<file path="src/rtl/adder_arbiter_if.sv">
// Bundle of request, shared-adder and response signals around adder_arbiter.
// Optional Rsp_ovf member exists only when ADDER_ARBITER_OVF_EN is defined.
interface adder_arbiter_if #(
  parameter int N_REQ = 4,
  parameter int ID_W  = 2
);
  logic [N_REQ-1:0]   Req_valid;
  logic [4*N_REQ-1:0] Req_A;
  logic [4*N_REQ-1:0] Req_B;
  logic [N_REQ-1:0]   Req_ready;
  logic [3:0]         Add_A;
  logic [3:0]         Add_B;
  logic [7:0]         Add_Sum;
  logic               Rsp_valid;
  logic               Rsp_ready;
  logic [ID_W-1:0]    Rsp_id;
  logic [7:0]         Rsp_sum;
`ifdef ADDER_ARBITER_OVF_EN
  logic               Rsp_ovf;
`endif

  // Environment side: requesters, the external adder and the response sink.
  modport master (
    output Req_valid, Req_A, Req_B, Add_Sum, Rsp_ready,
    input  Req_ready, Add_A, Add_B, Rsp_valid, Rsp_id, Rsp_sum
`ifdef ADDER_ARBITER_OVF_EN
    , input Rsp_ovf
`endif
  );

  modport slave (
    input  Req_valid, Req_A, Req_B, Add_Sum, Rsp_ready,
    output Req_ready, Add_A, Add_B, Rsp_valid, Rsp_id, Rsp_sum
`ifdef ADDER_ARBITER_OVF_EN
    , output Rsp_ovf
`endif
  );
endinterface

</file>
<file path="src/rtl/adder_arbiter.sv">
// Round-robin arbiter sharing one external 4-bit adder among N_REQ requesters.
// Define ADDER_ARBITER_OVF_EN to add the Rsp_ovf response flag.
module adder_arbiter #(
  parameter int N_REQ = 4,
  parameter int ID_W  = 2
) (
  input  logic           Clk,
  input  logic           Rst_n,
  adder_arbiter_if.slave bus
);

  localparam logic [1:0] IDLE  = 2'd0;
  localparam logic [1:0] ISSUE = 2'd1;
  localparam logic [1:0] RESP  = 2'd2;

  logic [1:0]       state;
  logic [ID_W-1:0]  ptr;
  logic [ID_W-1:0]  grant;
  logic             found;
  logic [N_REQ-1:0] ready_vec;
  logic [3:0]       sel_a;
  logic [3:0]       sel_b;
  logic [ID_W-1:0]  next_ptr;
  logic [3:0]       add_a;
  logic [3:0]       add_b;
  logic             rsp_valid;
  logic [ID_W-1:0]  rsp_id;
  logic [7:0]       rsp_sum;
`ifdef ADDER_ARBITER_OVF_EN
  logic             rsp_ovf;
`endif

  function automatic logic [ID_W-1:0] rot_idx(input logic [ID_W-1:0] p, input int k);
    int j;
    j = int'(p) + k;
    if (j >= N_REQ) j = j - N_REQ;
    return j[ID_W-1:0];
  endfunction

  // Scanning from the far end lets the candidate nearest the pointer win last.
  always_comb begin
    found = 1'b0;
    grant = '0;
    for (int k = N_REQ - 1; k >= 0; k--) begin
      if (bus.Req_valid[rot_idx(ptr, k)]) begin
        found = 1'b1;
        grant = rot_idx(ptr, k);
      end
    end
  end

  // Gated by Rst_n so no requester sees a handshake that reset would discard.
  always_comb begin
    ready_vec = '0;
    if (state == IDLE && Rst_n && found) ready_vec[grant] = 1'b1;
  end

  assign sel_a    = bus.Req_A[{grant, 2'b00} +: 4];
  assign sel_b    = bus.Req_B[{grant, 2'b00} +: 4];
  assign next_ptr = (rsp_id == ID_W'(N_REQ - 1)) ? '0 : rsp_id + 1'b1;

  always_ff @(posedge Clk) begin
    if (!Rst_n) begin
      state     <= IDLE;
      ptr       <= '0;
      add_a     <= '0;
      add_b     <= '0;
      rsp_valid <= 1'b0;
      rsp_id    <= '0;
      rsp_sum   <= '0;
`ifdef ADDER_ARBITER_OVF_EN
      rsp_ovf   <= 1'b0;
`endif
    end else begin
      case (state)
        IDLE: begin
          if (found) begin
            add_a  <= sel_a;
            add_b  <= sel_b;
            rsp_id <= grant;
            state  <= ISSUE;
          end
        end
        ISSUE: begin
          rsp_sum   <= bus.Add_Sum;
`ifdef ADDER_ARBITER_OVF_EN
          rsp_ovf   <= bus.Add_Sum[4];
`endif
          rsp_valid <= 1'b1;
          state     <= RESP;
        end
        RESP: begin
          if (bus.Rsp_ready) begin
            rsp_valid <= 1'b0;
            ptr       <= next_ptr;
            state     <= IDLE;
          end
        end
        default: state <= IDLE;
      endcase
    end
  end

  assign bus.Req_ready = ready_vec;
  assign bus.Add_A     = add_a;
  assign bus.Add_B     = add_b;
  assign bus.Rsp_valid = rsp_valid;
  assign bus.Rsp_id    = rsp_id;
  assign bus.Rsp_sum   = rsp_sum;
`ifdef ADDER_ARBITER_OVF_EN
  assign bus.Rsp_ovf   = rsp_ovf;
`endif

endmodule

</file>
<file path="src/flat_wrapper.sv">
// flat-port wrapper written by rule: the top's interface ports become plain ports
module adder_arbiter_flat 
#(
  parameter int N_REQ = 4,
  parameter int ID_W  = 2
)
  (Clk, Rst_n, bus_Req_valid, bus_Req_A, bus_Req_B, bus_Add_Sum, bus_Rsp_ready, bus_Req_ready, bus_Add_A, bus_Add_B, bus_Rsp_valid, bus_Rsp_id, bus_Rsp_sum);
  adder_arbiter_if #(.N_REQ(N_REQ), .ID_W(ID_W)) bus_i ();
  input  logic Clk;
  input  logic Rst_n;
  input wire logic [$bits(bus_i.Req_valid)-1:0] bus_Req_valid;
  input wire logic [$bits(bus_i.Req_A)-1:0] bus_Req_A;
  input wire logic [$bits(bus_i.Req_B)-1:0] bus_Req_B;
  input wire logic [$bits(bus_i.Add_Sum)-1:0] bus_Add_Sum;
  input wire logic [$bits(bus_i.Rsp_ready)-1:0] bus_Rsp_ready;
  output wire logic [$bits(bus_i.Req_ready)-1:0] bus_Req_ready;
  output wire logic [$bits(bus_i.Add_A)-1:0] bus_Add_A;
  output wire logic [$bits(bus_i.Add_B)-1:0] bus_Add_B;
  output wire logic [$bits(bus_i.Rsp_valid)-1:0] bus_Rsp_valid;
  output wire logic [$bits(bus_i.Rsp_id)-1:0] bus_Rsp_id;
  output wire logic [$bits(bus_i.Rsp_sum)-1:0] bus_Rsp_sum;
  assign bus_i.Req_valid = bus_Req_valid;
  assign bus_i.Req_A = bus_Req_A;
  assign bus_i.Req_B = bus_Req_B;
  assign bus_i.Add_Sum = bus_Add_Sum;
  assign bus_i.Rsp_ready = bus_Rsp_ready;
  assign bus_Req_ready = bus_i.Req_ready;
  assign bus_Add_A = bus_i.Add_A;
  assign bus_Add_B = bus_i.Add_B;
  assign bus_Rsp_valid = bus_i.Rsp_valid;
  assign bus_Rsp_id = bus_i.Rsp_id;
  assign bus_Rsp_sum = bus_i.Rsp_sum;
  adder_arbiter #(.N_REQ(N_REQ), .ID_W(ID_W)) u_core (.Clk(Clk), .Rst_n(Rst_n), .bus(bus_i));
endmodule
</file>
<file path="config.mk">
export PLATFORM = sky130hd
export DESIGN_NAME = adder_arbiter_flat
export DESIGN_NICKNAME = d
export VERILOG_FILES = /design/src/rtl/adder_arbiter_if.sv /design/src/rtl/adder_arbiter.sv /design/src/flat_wrapper.sv
export SDC_FILE = /design/constraint.sdc
export NUM_CORES = 1
export LEC_CHECK = 0
export CORE_MARGIN = 1
export CORE_UTILIZATION = 41
export DETAILED_ROUTE_END_ITERATION = 8
export MAX_ROUTING_LAYER = met4
export PLACE_DENSITY = 0.95
export SLEW_MARGIN = 20
export SYNTH_ARGS = -nofsm -noshare
export SYNTH_HDL_FRONTEND = slang
export SYNTH_SLANG_ARGS = --single-unit
</file>
<file path="constraint.sdc">
create_clock -name Clk -period 3.9 [get_ports Clk]
set_clock_uncertainty 0.1 [all_clocks]
set_input_delay 0.78 -clock Clk [delete_from_list [all_inputs] [get_ports Clk]]
set_output_delay 0.78 -clock Clk [all_outputs]
set_load 0.1 [all_outputs]
</file>
==> Yosys cells after proc, flatten, opt, wreduce, memory -nomap -nowiden <==
Cells that the tools add are included.
{ "totals": {"out_inout_bits": 23, "ff_bits": 23, "input_bits": 47, "wordCells": 70} }
{ "op_classes": {"addsub": 8, "eq_ne": 5, "n_mux": 29, "shifts": 2, "magnitude_cmp": 10, "n_reduce_logical": 9} }
{ "op_table": {"columns": ["cell", "count"], "rows": [
  ["$shiftx A16 B5 Y4", 2],
  ["$mux W2", 11],
  ["$lt A2 B3 Y1 const B", 5],
  ["$mux W1", 10],
  ["$ge A3 B3 Y1 const B", 3],
  ["$bmux W1 S2", 4],
  ["$reduce_and A2 Y1", 4],
  ["$sub A2 B1 Y2 const B", 4],
  ["$add A2 B2 Y3 const B", 2],
  ["$pmux W2 S3", 1],
  ["$eq A2 B2 Y1 const B", 2],
  ["$mux W4", 1],
  ["$add A2 B1 Y3 const B", 1],
  ["$ge A2 B3 Y1 const B", 1],
  ["$logic_and A1 B1 Y1", 3],
  ["$add A2 B1 Y2 const B", 1],
  ["$demux W1 S2", 1],
  ["$eq A2 B1 Y1 const B", 1],
  ["$ge A2 B1 Y1 const B", 1],
  ["$logic_not A2 Y1", 1],
  ["$ne A2 B1 Y1 const B", 1],
  ["$ne A2 B2 Y1 const B", 1],
  ["$pmux W1 S2", 1],
  ["$reduce_bool A2 Y1", 1]
]} }

==> Logic depth before layout (Yosys ltp) <==
Gate-level depths: netlist of run 1.
{ "depth": {"ltp_word": 14, "mapped_depth": 6, "ltp_nobuf": 5} }

==> Worst setup path before layout of run 1 <==
No wires, ideal clock.
{ "synth_path": {"kind": "input to output", "start": "in bus_Req_valid[2]", "end": "out bus_Req_ready[3]", "required_time_ns": 3.020, "n_path_buf": 0, "arrival_ns": 3.519, "cell_stages": 4, "setup_slack_ns": -0.499, "cell_sequence": "nor2b_1 > a221o_1 > nand3_1 > nor3_1"} }
{ "synth_between": {"elab_chain_cells": 11, "word_cells_on_any_way": 23, "classes_between": "2 x order compare; 19 x mux; 2 x reduce/logical"} }
{ "synth_lines": {"columns": ["element", "line", "rtl"], "rows": [
  ["start: declaration", "flat_wrapper.sv:11", "input wire logic [$bits(bus_i.Req_valid)-1:0] bus_Req_valid;"],
  ["$bmux W1 S2", "adder_arbiter.sv:45", "if (bus.Req_valid[rot_idx(ptr, k)]) begin"],
  ["$mux W1 (implied by the code)", "adder_arbiter.sv:45", null],
  ["$mux W2 (4 in series)", "adder_arbiter.sv:45", null],
  ["$lt A2 B3 Y1 (implied by the code) / $ge A2 B1 Y1 (equally long branches)", "adder_arbiter.sv:55", "if (state == IDLE && Rst_n && found) ready_vec[grant] = 1'b1;"],
  ["$logic_and A1 B1 Y1 (implied by the code)", "adder_arbiter.sv:55", null],
  ["$mux W1 (implied by the code)", "adder_arbiter.sv:55", null],
  ["$demux W1 S2", null, null],
  ["$mux W4 *", "adder_arbiter.sv:55", null],
  ["end: declaration", "flat_wrapper.sv:16", "output wire logic [$bits(bus_i.Req_ready)-1:0] bus_Req_ready;"]
]} }
Every way passes the cells marked *; elsewhere a longest branch is shown, timed or not. The select of a mux whose other input is x is not followed.

==> Worst setup path after layout of run 1 <==
{ "layout_path": {"start": "in bus_Req_valid[1]", "end": "out bus_Req_ready[0]"} }
Same word-level chain as after synthesis.

==> results.sh, run 1 <==
export IMPL_clk_latency_ns=0.32
export IMPL_maxCapViolations=0
export IMPL_root_buffer="clkbuf_4"
export IMPL_grt_pass1_wl_mm=5.292
export IMPL_worstSetupPathType="in2out"
export IMPL_drtAntennaViolNets=0
export IMPL_drtIter0Drc=40
export IMPL_layout_common_cells="clkdlybuf4s50_1, dfxtp_1, nand2_1"
export IMPL_cpPeakStageDelay_ns=0.53
export IMPL_cts_hold_buf=0
export IMPL_endpoint_kind="output port"
export IMPL_required_ns=3.02
export IMPL_ys_dominant_reg_cell="dfxtp_1"
export IMPL_antenna_found_initial=0
export IMPL_synth_nets=187
export IMPL_die_y_um=57.33
export IMPL_finalMaxSlewViolations=0
export IMPL_ys_ff_latch=23
export IMPL_hold_path_depth=2
export IMPL_gp_congestion=0.7868
export IMPL_setup_viol=0
export IMPL_min_period_ns=3.406
export IMPL_n_antenna_cell=0
export IMPL_yosysTopAreaCell="dfxtp_1"
export IMPL_clk_pin_slew_ns=0.13
export IMPL_ys_warn_count=0
export IMPL_dieArea_um2=3286
export IMPL_drc=5
export IMPL_worst_slew_pin_slew_ns=0.9737
export IMPL_cts_resized=0
export IMPL_combPwrFrac_pct=48.1
export IMPL_hold_viol=0
export IMPL_clock_path_buffers=2
export IMPL_vias=1280
export IMPL_worst_slack_ns=0.4938
export IMPL_cp_slowest_cell="clkdlybuf4s50_1"
export IMPL_finalWirelength_mm=3.292
export IMPL_switchingPower_mw=0.3142
export IMPL_rsz0062_at_grt="false"
export IMPL_cp_cell_sequence="clkdlybuf4s50_1 -> a21boi_1 -> o22ai_2 -> nor2_2 -> and2b_2 -> buf_12"
export IMPL_relSlewSlack_pct=34.88
export IMPL_switching_share_pct=42.39
export IMPL_die_w_um=57.33
export IMPL_dp_final_hpwl_mm=2.621
export IMPL_p_int_mw=0.4269
export IMPL_p_per_area_nw_per_um2=360.9
export IMPL_hp_class="reg2reg"
export IMPL_cts_buffers=3
export IMPL_reg2reg_to="u_core.bus.Add_A[3]"
export IMPL_synth_area_top_cells="dfxtp_1, mux2_4, a221o_1"
export IMPL_synth_edff_count=0
export IMPL_ys_types=36
export IMPL_io_buffers=69
export IMPL_dp_slack_ns=0.4827
export IMPL_track_usage_pct=21.60
export IMPL_worstPathMaxFanout=11
export IMPL_reg2reg_from="u_core.ptr[1]"
export IMPL_startpoint_type="primary input"
export IMPL_period_share_pct=87.34
export IMPL_violations="design-rule violations"
export IMPL_placedCellCount=236
export IMPL_fin_nets=258
export IMPL_cts_tree="done"
export IMPL_cts_sinks=23
export IMPL_seq_area_frac_synth_pct=36.69
export IMPL_whs_endpoint="u_core.bus.Rsp_sum[5]"
export IMPL_firstDrtPassIters=6
export IMPL_synthToLayoutAreaGrowth_pct=63.61
export IMPL_rows=19
export IMPL_wire_per_inst_um=13.72
export IMPL_stdcell_count=240
export IMPL_p_leak_nw=0.7814
export IMPL_fmax_mhz=293.6
export IMPL_grt_pass1_vias=1207
export IMPL_post_cts_buffers=0
export IMPL_syn_avg_cell_area_um2=9.028
export IMPL_tns_ns=0
export IMPL_r2r_slack_ns=1.54
export IMPL_ir_worst_vdd_v=0.0001841
export IMPL_htree_num_levels=1
export IMPL_initial_core_util_pct=44.36
export IMPL_postSynthCellCount=139
export IMPL_r2r_cells=6
export IMPL_clock_power_share_pct=15.1
export IMPL_async_flop_share_pct=0
export IMPL_min_from="u_core.bus.Rsp_sum[5]"
export IMPL_nFillCells=222
export IMPL_gr_total_overflow=0
export IMPL_worstPathArrival_ns=2.53
export IMPL_drive_gt1_share_pct=14.83
export IMPL_vias_per_cell=5.333
export IMPL_final_common_cell="clkdlybuf4s50_1"
export IMPL_grt_max_degree=17
export IMPL_ioPinCount=70
export IMPL_pwr_share_seq_pct=36.8
export IMPL_outcome="complete, but fails checks"
export IMPL_core_area_um2=2829
export IMPL_synthesis_area_um2=1255
export IMPL_synth_top_cell_area_share_pct=36.69
logic make-up (layout without fill, tap and decap cells):
group | Yosys count | count (layout) | share of synthesized area [%]
AO/OA/AOI/OAI | 43 | 43 | 25.12
flip-flops | 23 | 23 | 36.69
adder cells (fa/ha/maj) | 1 | 1 | 0.9968
buffers and inverters | 10 | 80 | 3.789
multiplexers | 10 | 10 | 10.87
AND/OR/NAND/NOR | 52 | 52 | 22.53
registers in the layout, indices dropped and copies added (netlist names):
register / cells
u_core.bus.Rsp_sum: 8
u_core.bus.Add_A: 4
u_core.bus.Add_B: 4
u_core.bus.Rsp_id: 2
u_core.ptr: 2
u_core.state: 2
u_core.bus.Rsp_valid: 1
power groups by stage:
stage | Sequential (mW) | Clock (mW) | Combinational (mW)
after floorplan | 0.419 | 0 | 0.101
after global placement | 0.277 | 0 | 0.353
after detailed placement | 0.277 | 0 | 0.357
after CTS | 0.272 | 0.112 | 0.358
after global routing | 0.275 | 0.123 | 0.372
final | 0.272 | 0.112 | 0.356
worst max-delay path: cells and delay by family:
family | cells | cell delay [ns]
and+or+nand+nor | 2 | 0.61
AOI/OAI and AO/OA | 2 | 0.44
buffers and inverters | 2 | 0.69
worst max path at each step:
stage	slack [ns]	to	startpoint	cells after the start
floorplan	0.25	bus_Req_ready[2]	bus_Req_valid[2]	4
global placement	0.51	bus_Req_ready[0]	bus_Req_valid[1]	6
detailed placement	0.48	bus_Req_ready[0]	bus_Req_valid[1]	6
CTS	0.49	bus_Req_ready[0]	bus_Req_valid[1]	6
global route	0.38	bus_Req_ready[0]	bus_Req_valid[1]	6
finish	0.49	bus_Req_ready[0]	bus_Req_valid[1]	6
metal layers:
metal	vias to the layer above	global-route usage [%]	routed length, µm
met3	2	5.669	182
met4	0	4.181	22
li1	647	-	-
met5	-	-	0
met2	38	37.98	1660
met1	593	24.82	1426
layout make-up:
cell class,count,area (µm²),area share [%]
repair buffers,74,768.2,37.42
multi-input cells,106,752.0,36.62
flip-flops and latches,23,460.4,22.43
well taps,31,38.79,1.889
clock buffers,4,26.28,1.280
inverters,2,7.507,0.3656
cell usage after synthesis, types with 2 or more instances:
cell type and n:
a221o_1 9, nand2_1 19, nor3_1 3, mux2i_1 2
buf_1 2, inv_1 2, buf_2 2, and2_2 2
a21boi_1 2, o21ai_0 8, mux2_4 7, a21boi_0 8
nand3_1 9, o21a_1 2, a21oi_1 10, nor2b_1 8
clkbuf_1 3, dfxtp_1 23
through the flow:
stage	area, µm²	power [mW]	hold slack (ns)	util (%)
after floorplan	1260	0.5199	0.3946	-
after global placement	2027	0.6296	0.3486	71.65
after detailed placement	2027	0.6341	0.3614	71.65
after CTS	2053	0.7421	0.3793	72.58
after global routing	2053	0.7697	0.3971	72.58
final	2053	0.7410	0.3730	72.58
Note: power is estimated with default switching activity, not from simulation.
==> run 2, diff against run 1 <==
- CORE_ASPECT_RATIO: default -> 2
==> results.sh, run 2 (synthesized netlist as in run 1, its figures left out) <==
export IMPL_ir_worst_vdd_v=0.0003704
export IMPL_cp_cell_sequence="clkdlybuf4s50_1 -> nor2b_1 -> a221o_1 -> nand3_1 -> nor3_2 -> buf_12"
export IMPL_cts_sinks=23
export IMPL_required_ns=3.02
export IMPL_grt_max_degree=16
export IMPL_worst_slack_ns=0.4017
export IMPL_final_common_cell="clkdlybuf4s50_1"
export IMPL_post_route_util_pct=69.90
export IMPL_cp_slowest_cell="clkdlybuf4s50_1"
export IMPL_rows=28
export IMPL_grt_pass1_wl_mm=5.699
export IMPL_tns_ns=0
export IMPL_io_buffers=69
export IMPL_drtAntennaViolNets=0
export IMPL_layout_common_cells="clkdlybuf4s50_1, dfxtp_1, nand2_1"
export IMPL_antenna_found_initial=0
export IMPL_cts_resized=0
export IMPL_root_buffer="clkbuf_8"
export IMPL_cts_hold_buf=0
export IMPL_placedCellCount=233
export IMPL_drive_gt1_share_pct=14.49
export IMPL_vias_per_cell=5.700
export IMPL_rsz0062_at_grt="false"
export IMPL_hp_class="reg2reg"
export IMPL_holdWs_ns=0.3712
export IMPL_fin_nets=256
export IMPL_p_leak_nw=0.7821
export IMPL_dieArea_um2=3299
export IMPL_vias=1351
export IMPL_endpoint_kind="output port"
export IMPL_placed_area_um2=2011
export IMPL_die_y_um=80.24
export IMPL_hold_viol=0
export IMPL_finalWirelength_mm=3.948
export IMPL_period_share_pct=89.70
export IMPL_n_antenna_cell=0
export IMPL_gp_congestion=0.8652
export IMPL_post_cts_buffers=0
export IMPL_clk_pin_slew_ns=0.09
export IMPL_track_usage_pct=25.11
export IMPL_worst_slew_pin_slew_ns=1.006
export IMPL_cts_buffers=3
export IMPL_dp_final_hpwl_mm=3.093
export IMPL_relSlewSlack_pct=32.73
export IMPL_critical_path_top_delay_family="simple AND/OR/NAND/NOR gates"
export IMPL_startpoint_type="primary input"
export IMPL_die_w_um=41.12
export IMPL_stdcell_area_um2=2057
export IMPL_firstDrtPassIters=5
export IMPL_min_period_ns=3.498
export IMPL_core_area_um2=2943
export IMPL_total_power_mw=0.7829
export IMPL_fmax_mhz=285.9
export IMPL_initial_core_util_pct=42.64
export IMPL_drtIter0Drc=67
export IMPL_worstSetupPathType="in2out"
export IMPL_synthToLayoutAreaGrowth_pct=63.91
export IMPL_drc=0
export IMPL_maxCapViolations=0
export IMPL_setup_viol=0
export IMPL_dp_slack_ns=0.4057
export IMPL_largest_reg_flops=8
export IMPL_cts_tree="done"
export IMPL_clock_path_buffers=2
export IMPL_gr_total_overflow=0
export IMPL_worst_path_buf_inv=2
export IMPL_worstPathMaxFanout=10
export IMPL_outcome="complete, no violations"
export IMPL_p_per_area_nw_per_um2=380.6
export IMPL_cpPeakStageDelay_ns=0.52
export IMPL_clk_latency_ns=0.26
export IMPL_ioPinCount=70
export IMPL_htree_num_levels=1
export IMPL_stdcell_count=237
export IMPL_worstPathArrival_ns=2.62
export IMPL_finalMaxSlewViolations=0
export IMPL_wire_per_inst_um=16.66
export IMPL_grt_pass1_vias=1323
[run 2: cell count changes in the layout (fill, tap and decap cells not counted)]
cell      previous run  this run
clkbuf_1             1         0
clkbuf_8             0         3
buf_4                5         3
clkinv_2             0         1
clkbuf_4             3         0
[run 2: per-layer routing]
metal | wire (µm) | share of wire (%) | GRT usage (%)
met3 | 230 | 5.8 | 4.144
met4 | 220 | 5.6 | 14.52
met1 | 1289 | 33 | 21.70
met2 | 2207 | 56 | 45.16
met5 | 0 | 0 | -
[run 2: worst register-to-register path: cells and delay by family (launching register included)]
kind	cells	cell delay (ns)
compound gates	2	0.49
buf+inv	1	0.25
flops	1	0.45
mux	2	0.67
simple gates	1	0.34
[run 2: where the power goes]
| part | internal (mW) | total [mW] | switching (mW) |
|---|---|---|---|
| logic | 0.128 | 0.358 | 0.231 |
| registers | 0.258 | 0.274 | 0.0169 |
| clock network | 0.0713 | 0.150 | 0.0789 |
| total | 0.456 | 0.783 | 0.326 |
[run 2: cell type report]
type	count	area (µm²)
Clock buffer	3	41.29
Clock inverter	1	5.005
Fill cell	238	885.9
Inverter	2	7.507
Multi-Input combinational cell	106	752.0
Sequential cell	23	460.4
Tap cell	30	37.54
Timing Repair Buffer	72	753.2
[run 2: worst paths after layout]
kind / cells past startpoint / start / slack [ns] / end
max: 6 / bus_Req_valid[2] / 0.40 / bus_Req_ready[3]
min: 2 / u_core.bus.Rsp_sum[7] / 0.37 / u_core.bus.Rsp_sum[7]
max reg2reg: 6 / u_core.ptr[1] / 1.50 / u_core.bus.Add_A[3]
min reg2reg: 2 / u_core.bus.Rsp_sum[7] / 0.37 / u_core.bus.Rsp_sum[7]
